--- config.mk ---
export PLATFORM = sky130hd
export DESIGN_NAME = fifo_uart_tx_flat
export DESIGN_NICKNAME = d
export VERILOG_FILES = /design/src/rtl/fifo_uart_tx_if.sv /design/src/rtl/fifo_uart_tx.sv /design/src/flat_wrapper.sv
export SDC_FILE = /design/constraint.sdc
export NUM_CORES = 1
export LEC_CHECK = 0
export CORE_UTILIZATION = 60
export CTS_BUF_LIST = sky130_fd_sc_hd__clkbuf_8
export CTS_CLUSTER_SIZE = 16
export DETAILED_ROUTE_END_ITERATION = 10
export GPL_ROUTABILITY_DRIVEN = 0
export GPL_TIMING_DRIVEN = 0
export PLACE_DENSITY = 0.93
export SLEW_MARGIN = 20
export SYNTH_ARGS = -nofsm -noshare
export SYNTH_HDL_FRONTEND = slang
export SYNTH_SLANG_ARGS = --single-unit
--- constraint.sdc ---
create_clock -name clk -period 5 [get_ports clk]
set_input_delay 1 -clock clk [delete_from_list [all_inputs] [get_ports clk]]
set_output_delay 1 -clock clk [all_outputs]
set_load 0.1 [all_outputs]
--- src/rtl/fifo_uart_tx_if.sv ---
// fifo_uart_tx_if: FIFO-side and serial-side signals of the UART transmitter.
interface fifo_uart_tx_if #(
    parameter int DATA_W = 8
);
    logic              enable;
    logic              stack_empty;
    logic [DATA_W-1:0] Data_out;
    logic              read_from_stack;
    logic              tx;
    logic              busy;
    logic              byte_done;

    modport master (
        input  enable, stack_empty, Data_out,
        output read_from_stack, tx, busy, byte_done
    );

    modport slave (
        output enable, stack_empty, Data_out,
        input  read_from_stack, tx, busy, byte_done
    );
endinterface

--- src/rtl/fifo_uart_tx.sv ---
// fifo_uart_tx: pops bytes from a FIFO and sends them as 8N1 frames, LSB first.
module fifo_uart_tx #(
    parameter int CLKS_PER_BIT = 16,
    parameter int DATA_W       = 8
) (
    input  logic           clk,
    input  logic           rst,
    fifo_uart_tx_if.master bus
);
    localparam int CW = (CLKS_PER_BIT > 2) ? $clog2(CLKS_PER_BIT) : 1;
    localparam int IW = (DATA_W > 2) ? $clog2(DATA_W) : 1;
    localparam logic [CW-1:0] LAST_CNT = CW'(CLKS_PER_BIT - 1);
    localparam logic [IW-1:0] LAST_IDX = IW'(DATA_W - 1);

    typedef enum logic [2:0] {IDLE, FETCH, LOAD, START, DATA, STOP} state_t;

    state_t            state_q, state_d;
    logic [CW-1:0]     cnt_q, cnt_d;
    logic [IW-1:0]     idx_q, idx_d;
    logic [DATA_W-1:0] shreg_q, shreg_d;
    logic              tx_q, tx_d;
    logic              rd_q, rd_d;
    logic              busy_q, busy_d;
    logic              done_q, done_d;
    logic              bit_end;

    always_comb begin
        bit_end = cnt_q == LAST_CNT;
        state_d = state_q;
        idx_d   = idx_q;
        shreg_d = shreg_q;
        case (state_q)
            IDLE:    if (bus.enable && !bus.stack_empty) state_d = FETCH;
            FETCH:   state_d = LOAD;
            LOAD:    begin
                state_d = START;
                shreg_d = bus.Data_out;
            end
            START:   if (bit_end) begin
                state_d = DATA;
                idx_d   = '0;
            end
            DATA:    if (bit_end) begin
                idx_d   = (idx_q == LAST_IDX) ? '0 : idx_q + 1'b1;
                state_d = (idx_q == LAST_IDX) ? STOP : DATA;
            end
            STOP:    if (bit_end) state_d = IDLE;
            default: state_d = IDLE;
        endcase
        // the baud counter only runs during serial bits and restarts at every bit boundary
        cnt_d  = (state_q inside {START, DATA, STOP} && !bit_end) ? cnt_q + 1'b1 : '0;
        // outputs are computed from the next state so that they are registered yet aligned with it
        tx_d   = (state_d == START) ? 1'b0 : (state_d == DATA) ? shreg_d[idx_d] : 1'b1;
        rd_d   = state_d == FETCH;
        busy_d = state_d != IDLE;
        done_d = (state_d == STOP) && (cnt_d == LAST_CNT);
    end

    always_ff @(posedge clk or negedge rst) begin
        if (!rst) begin
            state_q <= IDLE;
            cnt_q   <= '0;
            idx_q   <= '0;
            shreg_q <= '0;
            tx_q    <= 1'b1;
            rd_q    <= 1'b0;
            busy_q  <= 1'b0;
            done_q  <= 1'b0;
        end else begin
            state_q <= state_d;
            cnt_q   <= cnt_d;
            idx_q   <= idx_d;
            shreg_q <= shreg_d;
            tx_q    <= tx_d;
            rd_q    <= rd_d;
            busy_q  <= busy_d;
            done_q  <= done_d;
        end
    end

    assign bus.tx              = tx_q;
    assign bus.read_from_stack = rd_q;
    assign bus.busy            = busy_q;
    assign bus.byte_done       = done_q;
endmodule

--- src/flat_wrapper.sv ---
// flat-port wrapper written by rule: the top's interface ports become plain ports
module fifo_uart_tx_flat 
#(
    parameter int CLKS_PER_BIT = 16,
    parameter int DATA_W       = 8
)
  (clk, rst, bus_enable, bus_stack_empty, bus_Data_out, bus_read_from_stack, bus_tx, bus_busy, bus_byte_done);
  fifo_uart_tx_if #(.DATA_W(DATA_W)) bus_i ();
  input  logic clk;
  input  logic rst;
  input wire logic [$bits(bus_i.enable)-1:0] bus_enable;
  input wire logic [$bits(bus_i.stack_empty)-1:0] bus_stack_empty;
  input wire logic [$bits(bus_i.Data_out)-1:0] bus_Data_out;
  output wire logic [$bits(bus_i.read_from_stack)-1:0] bus_read_from_stack;
  output wire logic [$bits(bus_i.tx)-1:0] bus_tx;
  output wire logic [$bits(bus_i.busy)-1:0] bus_busy;
  output wire logic [$bits(bus_i.byte_done)-1:0] bus_byte_done;
  assign bus_i.enable = bus_enable;
  assign bus_i.stack_empty = bus_stack_empty;
  assign bus_i.Data_out = bus_Data_out;
  assign bus_read_from_stack = bus_i.read_from_stack;
  assign bus_tx = bus_i.tx;
  assign bus_busy = bus_i.busy;
  assign bus_byte_done = bus_i.byte_done;
  fifo_uart_tx #(.CLKS_PER_BIT(CLKS_PER_BIT), .DATA_W(DATA_W)) u_core (.clk(clk), .rst(rst), .bus(bus_i));
endmodule
Word level (Yosys, flattened, before mapping). Index checks and enable logic that the tools add are counted.

Flip-flop bits (word level): 22. Input bits: 12. Output and inout bits: 4. Logic and storage cells: 47.

Add/subtract/negate cells: 2. Magnitude comparators: 1. Equal/unequal tests: 12. Multiplexer cells: 16. Reductions and logical operators: 8.

Operator list (number): two-way mux 3 bit (7); one-hot mux 3 bit (6 select lines) (1); == test 3 bit (second input constant) (5); == test 3 x 2 -> 1 bit (second input constant) (3); == test 4 bit (second input constant) (2); two-way mux 8 bit (1); == test 3 x 1 -> 1 bit (second input constant) (2); one-hot mux 3 bit (2 select lines) (1); nonzero test 3 bit (2); adder 4 x 1 -> 4 bit (second input constant) (1); < comparator 3 x 4 -> 1 bit (second input constant) (1); two-way mux 1 bit (4); two-way mux 4 bit (1); adder 3 x 1 -> 3 bit (second input constant) (1); binary-select mux 1 bit (select 3 bit) (1); logical AND 1 bit (3); logical NOT 3 bit (1); logical NOT 1 bit (2).

Logic depth before layout (Yosys ltp). Gate-level depths: netlist of run 1.

Depth in word-level cells: 8. Gate-level depth with buffers: 8. Depth with buffers taken out: 8.

Worst setup path after synthesis of run 1. Ideal clock, no wire load.

Path type: reg2reg. Start: reg u_core.cnt_q[0]. End: reg u_core.tx_q (netlist: u_core.bus.tx). Setup time: 91 ps. Data arrival time: 1809 ps. Data required time: 4909 ps. Setup slack: 3099 ps. Stages on the path, launching flop included: 8. Buffers on the path: 0. Period minus slack after synthesis: 1901 ps. Cell sequence: dfrtp_1 ha_1 nand3_1 o21ai_2 a211o_4 mux2_4 a22oi_2 a32oi_1.

Cells in the longest elaborated chain, start to end: 7. Elaborated cells on any way between the ends: 14. Classes of those cells: eq/ne (3); mux (11).

Ends and longest elaborated chain: from (decl) (line fifo_uart_tx.sv:18) `logic [CW-1:0] cnt_q, cnt_d;`; from (signal assigned) (line fifo_uart_tx.sv:71) `cnt_q <= cnt_d;`; == test 4 bit (*) (line fifo_uart_tx.sv:28) `bit_end = cnt_q == LAST_CNT;`; two-way mux 3 bit (on tied branches) (line fifo_uart_tx.sv:43, fifo_uart_tx.sv:39); one-hot mux 3 bit (2 select lines) (line fifo_uart_tx.sv:32) `case (state_q)`; binary-select mux 1 bit (select 3 bit) (line fifo_uart_tx.sv:53) `tx_d = (state_d == START) ? 1'b0 : (state_d == DATA) ? shreg_d[idx_d] : 1'b1;`; two-way mux 1 bit (implied by the code) (line fifo_uart_tx.sv:53); two-way mux 1 bit (line fifo_uart_tx.sv:53); two-way mux 1 bit (*) (line fifo_uart_tx.sv:53); net u_core.tx_d (line fifo_uart_tx.sv:21) `logic tx_q, tx_d;`; to (signal assigned) (line fifo_uart_tx.sv:74) `tx_q <= tx_d;`; to (decl) (line fifo_uart_tx.sv:21).

Mark *: on every way through the listed nets, which the timed path passes. The rest lies on a longest branch. The select of a mux whose other input is x is not followed.

Worst setup path in the final report of run 1.
Start: reg u_core.tx_q (netlist: u_core.bus.tx). End: out bus_tx.

RTL lines: to (decl) (line flat_wrapper.sv:15) `output wire logic [$bits(bus_i.tx)-1:0] bus_tx;`.

No word-level cell between the ends.

==> flow_summary.ini, run 1 <==
[placement]
pre_cts_slack_ps = 2390
dp.cells = 142
dp_hpwl_mm = 1.54
port_buffers = 15
placed_area_sq_um = 1340

[floorplan]
ioPinCount = 16
start_util = 0.656
core_sq_um = 1760
die_area_sq_um = 2110
die_y_um = 45.9
fp.dieW_um = 45.9
rows = 15

[setup_path]
cpPeakStageDelay_ps = 1120
crit_buf_inv = 1
critPathKind = reg -> out
r2r_setup_slack_ps = 2910
worstPathRequired_ps = 4000
worst_ep_arrival_time_ps = 1890
rr_endpoint = u_core.bus.tx$_DFF_PN1_
worstPathMaxFanout = 1
r2r-start = u_core.cnt_q[0]$_DFF_PN0_
crit_chain = clkdlybuf4s50_1
endpoint_kind = output port
critPathLaunchType = flip-flop
reg2reg_depth = 7
crit_family = buffers and inverters
cp_slowest_cell = clkdlybuf4s50_1

[yosys]
synth_fp_nets = 117
synth-simple-area-share = 0.187
syn_area_per_cell_sq_um = 11.3
synth_cells = 102
synthMuxAreaShare = 0.109
synthXorXnorAreaFrac = 0.0151
synth_top_family_by_area = simple AND/OR/NAND/NOR gates
synth_top_area_frac = 0.454
async_reset_ff_frac = 1.00
synth_common_cells = dfrtp_1 (21), mux2_2 (9), nor2_1 (9)
synth_cell_types = 41
synth_compound_area_frac = 0.134
synth_most_common_cell = dfrtp_1
ys_warn_count = 0
yosys.area_share.adder = 0.0324
ys_ff_latch = 22
synth-edff-count = 0
synth.largest_area_cell = dfrtp_1
synth_area_sq_um = 1160
synth_area_leaders = dfrtp_1 (45%), mux2_2 (8.8%), ha_1 (3.2%), nor2_1 (2.9%), dfstp_2 (2.3%)
yosysSeqAreaShare = 0.477
synth_ff_type = dfrtp_1

[finish]
fill_cells = 132
design_area_sq_um = 1380
multi_input_area_sq_um = 553
diodes = 0
seq_area_sq_um = 552
finalNonFillerCells = 146
syn_to_final_growth_pct = 19.6
drive_above_1_share = 0.281
layout.nets = 137

[global_routing]
grt_pass1_vias = 830
track_usage = 0.242
antenna_found_initial = 0
grt_max_degree = 23
grt_first_pass_wirelength_mm = 3.57
overflow = 0

[drt]
wl_met1_um = 914
wl_met3_um = 71
viasPerCell = 5.71
vias = 834
wl_per_cell_um = 14.1
drc = 0
top_layer = met4
wl_mm = 2.06
firstDrtPassIters = 4
postRouteAntennaNets = 0
route.met2.wl_mm = 1.03
drt_iter0_markers = 15

[power_and_ir_drop]
vdd_drop_max_mv = 0.353
power_leakage_uw = 0.000614
p_per_area_nw_per_um2 = 475

[clock_tree]
clockBufferDepth = 2
clkTransAtPathRegs_ps = 70
cts.sinks = 22
root_buffer = clkbuf_8
cts_buffers = 3
postCtsSetupBuffers = 0
cts_tree = yes
cts-resized-gates = 0
worstSkewPairLatency_ps = 260
h-tree-depth = 1
ctsHoldBuffers = 0

[timing]
tightestPinTransition_ps = 973
skew_ps = 4.37
rsz0062_at_grt = false
slew_headroom = 0.349
worst_slack_ps = 2110
drv_slew = 0
whs_ps = 495
fmax_mhz = 347
setup_viol = 0
min_period_ps = 2890
timing_hold_violations_final = 0
setup_tns_ps = 0
min_period_over_period = 0.577

[min_path]
hold_path.class = reg -> reg
min_delay_path_depth = 1
min_from = u_core.cnt_q[0]$_DFF_PN0_
whs_endpoint = u_core.cnt_q[0]$_DFF_PN0_

[status]
status = completed

[flow_run]
max-cap-violations = 0
==> state kept, by name, indices dropped and copies added, names as in the netlist <==
name,count
u_core.shreg_q,8
u_core.bus.busy,1
u_core.state_q,3
u_core.bus.read_from_stack,1
u_core.bus.byte_done,1
u_core.bus.tx,1
u_core.idx_q,3
u_core.cnt_q,4
==> final cells by class <==
| class | count | share of cell area |
|---|---|---|
| Buffer | 3 | 0.0217 |
| Clock buffer | 3 | 0.0298 |
| Clock inverter | 1 | 0.00271 |
| Inverter | 6 | 0.0163 |
| Multi-Input combinational cell | 71 | 0.400 |
| Sequential cell | 22 | 0.399 |
| Tap cell | 25 | 0.0226 |
| Timing Repair Buffer | 15 | 0.108 |
==> power breakdown <==
group / leakage, uW / switching [uW] / internal [uW] / total, uW
Combinational: 0.000321 / 149 / 131 / 280
Clock: 0.0000269 / 52.3 / 54.6 / 107
Sequential: 0.000266 / 30.1 / 240 / 270
Total: 0.000614 / 231 / 426 / 657
==> per-stage QoR <==
step                power [uW]  utilization
global placement           537        0.759
finish                     657        0.784
floorplan                  491            -
detailed placement         554        0.759
global route               699        0.784
CTS                        666        0.784
==> placed cells by master (no fill, tap or decap), types with 3 or more instances in the layout <==
cell / count
inv_1: 7
nand2_1: 6
nor2_1: 9
mux2_2: 9
dfrtp_1: 21
a21oi_1: 5
nor3_1: 3
ha_1: 3
clkbuf_8: 3
clkdlybuf4s50_1: 15
nand3_1: 3
==> per-layer routing <==
metal,track usage,up-vias
li1,-,397
met1,0.325,408
met2,0.397,23
met3,0.0238,6
met4,0.100,0
met5,0,-
==> logic make-up (layout without fill, tap and decap cells) <==
logic type,Yosys count,in the layout
flip-flops,22,22
XOR/XNOR,2,2
AND/OR/NAND/NOR,36,36
AO/OA/AOI/OAI,19,19
adder cells (fa/ha/maj),3,3
buffers and inverters,9,28
multiplexers,11,11
==> how the worst max path moves through the flow <==
stage                                         start  depth (start not counted)                      end
after floorplan           u_core.cnt_q[0]$_DFF_PN0_                          7  u_core.bus.tx$_DFF_PN1_
after global placement      u_core.bus.tx$_DFF_PN1_                          1                   bus_tx
after detailed placement    u_core.bus.tx$_DFF_PN1_                          1                   bus_tx
after CTS                   u_core.bus.tx$_DFF_PN1_                          1                   bus_tx
after global routing        u_core.bus.tx$_DFF_PN1_                          1                   bus_tx
final                       u_core.bus.tx$_DFF_PN1_                          1                   bus_tx
No activity file was read; power rests on OpenSTA's default activity.
==> run 2: changes to the inputs <==
CORE_UTILIZATION = 50   (was 60)
PLACE_DENSITY = 0.84   (was 0.93)
clock period = 2.51 ns   (was 5 ns; I/O delays follow)
==> flow_summary.ini, run 2 (synthesis gave the netlist of run 1 again) <==
[clock_tree]
clkTransAtPathRegs_ps = 70
cts-resized-gates = 0
root_buffer = clkbuf_8
cts.sinks = 22
worstSkewPairLatency_ps = 260
cts_buffers = 3
ctsHoldBuffers = 0
clockBufferDepth = 2
cts_tree = yes
h-tree-depth = 1
postCtsSetupBuffers = 0

[setup_path]
reg2reg_depth = 7
critPathKind = reg -> out
worst_ep_arrival_time_ps = 1890
rr_endpoint = u_core.bus.tx$_DFF_PN1_
r2r_setup_slack_ps = 460
crit_chain = clkdlybuf4s50_1
cp_slowest_cell = clkdlybuf4s50_1
critPathLaunchType = flip-flop
endpoint_kind = output port
crit_buf_inv = 1
worstPathRequired_ps = 2010
crit_start = u_core.bus.tx$_DFF_PN1_
worstPathMaxFanout = 1
r2r-start = u_core.cnt_q[0]$_DFF_PN0_
cpPeakStageDelay_ps = 1120
crit_family = buffers and inverters

[timing]
tightestPinTransition_ps = 974
fmax_mhz = 418
slew_headroom = 0.349
rsz0062_at_grt = false
setup_viol = 0
setup_tns_ps = 0
min_period_ps = 2390
min_period_over_period = 0.953
skew_ps = 5.11
timing_hold_violations_final = 0
drv_slew = 0

[drt]
drc = 0
wl_mm = 1.98
drt_iter0_markers = 11
wl_per_cell_um = 13.3
vias = 815
viasPerCell = 5.47
firstDrtPassIters = 4
postRouteAntennaNets = 0

[power_and_ir_drop]
p_per_area_nw_per_um2 = 937
power_leakage_uw = 0.000614
vdd_drop_max_mv = 0.574

[global_routing]
overflow = 0
grt_max_degree = 23
antenna_found_initial = 0
grt_first_pass_wirelength_mm = 3.53
grt_pass1_vias = 858
track_usage = 0.188

[finish]
layout.nets = 137
layout_common_cells = dfrtp_1 (21), clkdlybuf4s50_1 (14), nor2_1 (9), mux2_2 (9), inv_1 (7)
top_register = u_core.shreg_q
top_regs = u_core.shreg_q (8), u_core.cnt_q (4)
syn_to_final_growth_pct = 19.5
drive_above_1_share = 0.289
final_util = 0.631
diodes = 0
final_common_cell = dfrtp_1
largest_register_ffs = 8

[placement]
port_buffers = 15
dp_hpwl_mm = 1.52

[floorplan]
die_y_um = 50.1
rows = 17
start_util = 0.528
ioPinCount = 16
die_area_sq_um = 2510
core_sq_um = 2190
fp.dieW_um = 50.1

[min_path]
hold_path.class = in -> async

[flow_run]
max-cap-violations = 0

[status]
status = completed
[run 2: changes by cell type in the layout (fill, tap and decap cells not counted)]
| cell | before | now |
|---|---|---|
| buf_2 | 0 | 1 |
| clkdlybuf4s50_1 | 15 | 14 |
[run 2: per-stage QoR]
step | area (sq um) | worst slack [ps] | hold WS [ps] | total power [uW] | instances
floorplan | 1160 | 609 | 206 | 978 | 102
global placement | 1340 | 397 | 468 | 1070 | 145
detailed placement | 1340 | 395 | 483 | 1100 | 145
CTS | 1390 | 105 | 498 | 1320 | 149
global route | 1380 | 71.4 | 231 | 1390 | 149
finish | 1380 | 118 | 191 | 1300 | 149
[run 2: worst reg2reg max path, cell delays in order, from the launching register on]
cell and delay [ps]:
dfrtp_1 410, ha_1 240, nand3_1 280, o21ai_2 90, a211o_4 370, mux2_4 310, a22oi_2 150, a32oi_1 110
[run 2: cell type report]
class | count | area [sq um]
multi-input cells | 71 | 553
clock buffers | 3 | 41.3
repair buffers | 15 | 145
plain buffers | 3 | 30.0
clock inverters | 1 | 3.75
inverters | 6 | 22.5
well taps | 28 | 35.0
fillers | 173 | 808
flip-flops and latches | 22 | 552
[run 2: how the worst max path moves through the flow]
stage,to,slack (ps),depth (start not counted)
after floorplan,u_core.bus.tx$_DFF_PN1_,610,7
after global routing,bus_tx,70,1
final,bus_tx,120,1
after global placement,bus_tx,400,1
after CTS,bus_tx,110,1
after detailed placement,bus_tx,400,1
[run 2: layer usage]
metal,up-vias,part of all wire,GRT usage
met2,15,0.50,0.344
met1,397,0.43,0.207
met4,0,0.020,0.0857
met5,-,0,0
li1,398,-,-
met3,5,0.047,0.0340
[run 2: power breakdown]
part / switching, uW / leakage [uW] / internal [uW]
clock network: 106 / 0.0000269 / 109
logic: 282 / 0.000321 / 260
registers: 61.0 / 0.000266 / 478
total: 449 / 0.000614 / 847
==> run 3: changes to the inputs <==
CORE_UTILIZATION = 48   (was 50)
CTS_BUF_LIST = not set   (was sky130_fd_sc_hd__clkbuf_8)
PLACE_DENSITY = 0.81   (was 0.84)
==> flow_summary.ini, run 3 (synthesis gave the netlist of run 1 again) <==
[status]
status = completed

[floorplan]
rows = 17
start_util = 0.518
die_y_um = 51.1
fp.dieW_um = 51.1
die_area_sq_um = 2610
core_sq_um = 2230
ioPinCount = 16

[finish]
multi_input_area_sq_um = 553
fill_cells = 181
layout_common_cells = dfrtp_1 (21), clkdlybuf4s50_1 (14), nor2_1 (9), mux2_2 (9)
finalNonFillerCells = 149
top_regs = u_core.shreg_q (8), u_core.cnt_q (4)
drive_above_1_share = 0.289
diodes = 0
syn_to_final_growth_pct = 20.8
design_area_sq_um = 1400
top_register = u_core.shreg_q
seq_area_sq_um = 552
largest_register_ffs = 8
layout.nets = 137
final_common_cell = dfrtp_1

[global_routing]
grt_max_degree = 23
track_usage = 0.174
antenna_found_initial = 0
overflow = 0
grt_first_pass_wirelength_mm = 3.29
grt_pass1_vias = 764

[power_and_ir_drop]
pwr-share-clk = 0.198
seqPwrFrac = 0.398
p_comb_frac = 0.404
p_int_uw = 898
p_sw_frac = 0.334
switchingPower_uw = 451
power_leakage_uw = 0.000632
vdd_drop_max_mv = 0.640
total_power_uw = 1350
p_per_area_nw_per_um2 = 965

[flow_run]
max-cap-violations = 0

[clock_tree]
root_buffer = clkbuf_4
cts_buffers = 3
h-tree-depth = 1
clockBufferDepth = 2
worstSkewPairLatency_ps = 310
clkTransAtPathRegs_ps = 130
cts.sinks = 22
cts_tree = yes
postCtsSetupBuffers = 0

[timing]
tightestPinTransition_ps = 972
setup_viol = 0
drv_slew = 0
min_period_over_period = 0.903
min_period_ps = 2270
rsz0062_at_grt = false
skew_ps = 9.89
slew_headroom = 0.350
fmax_mhz = 441
worst_slack_ps = 243
setup_tns_ps = 0
timing_hold_violations_final = 0

[placement]
pre_cts_slack_ps = 385
dp_hpwl_mm = 1.52
dp.cells = 145
port_buffers = 15
placed_area_sq_um = 1340

[setup_path]
worstPathRequired_ps = 2010
crit_buf_inv = 1
worstPathMaxFanout = 1
crit_family = buffers and inverters
critPathLaunchType = flip-flop
r2r_setup_slack_ps = 440
cp_slowest_cell = clkdlybuf4s50_1
crit_chain = clkdlybuf4s50_1
worst_ep_arrival_time_ps = 1760
endpoint_kind = output port
critPathKind = reg -> out
cpPeakStageDelay_ps = 1120

[drt]
drc = 0
drt_iter0_markers = 8
vias = 802
wl_per_cell_um = 13.4
postRouteAntennaNets = 0
firstDrtPassIters = 4
wl_mm = 2.00
viasPerCell = 5.38

[min_path]
hold_path.class = reg -> reg
==> run 3: cell count changes in the layout (fill, tap and decap cells not counted) <==
cell,change
clkbuf_8,-3
bufinv_16,+1
buf_2,-1
clkbuf_4,+3
inv_1,-1
dlymetal6s2s_1,+1
==> run 3: cell type report <==
class | count | share of cell area
Multi-Input combinational cell | 71 | 0.396
Sequential cell | 22 | 0.395
Timing Repair Buffer | 15 | 0.109
Tap cell | 28 | 0.0251
Clock inverter | 1 | 0.0215
Buffer | 3 | 0.0215
Clock buffer | 3 | 0.0161
Inverter | 6 | 0.0161
==> run 3: through the flow <==
step | util | hold WS [ps]
after floorplan | - | 206
after global placement | 0.601 | 463
after detailed placement | 0.601 | 483
after CTS | 0.625 | 508
after global routing | 0.626 | 525
final | 0.626 | 504
==> run 3: final timing paths <==
kind,end,from,cells after the start
setup / recovery,bus_byte_done,u_core.bus.byte_done$_DFF_PN0_,1
setup reg to reg,u_core.bus.tx$_DFF_PN1_,u_core.cnt_q[0]$_DFF_PN0_,7
min in group asynchronous,u_core.cnt_q[0]$_DFF_PN0_,rst,1
max in group asynchronous,u_core.cnt_q[3]$_DFF_PN0_,rst,1
hold / removal,u_core.cnt_q[0]$_DFF_PN0_,u_core.cnt_q[0]$_DFF_PN0_,1
hold reg to reg,u_core.cnt_q[0]$_DFF_PN0_,u_core.cnt_q[0]$_DFF_PN0_,1
==> run 3: power by group through the flow <==
stage | logic (uW) | clock network [uW] | registers [uW]
floorplan | 391 | 0 | 587
global placement | 535 | 0 | 540
detailed placement | 548 | 0 | 549
CTS | 554 | 277 | 539
global route | 600 | 292 | 551
finish | 545 | 268 | 537
==> run 3: repair_timing <==
action	4_1_cts	5_1_grt
endpoints found under the setup margin	0	1
resized for setup	0	1
hold buffers	0	0
==> run 3: metal layers <==
layer,vias up,wire length (um),global-route usage
met5,-,0,0
met4,0,14,0.0833
met3,2,31,0.0268
met2,5,1020,0.283
met1,402,938,0.226
li1,393,-,-
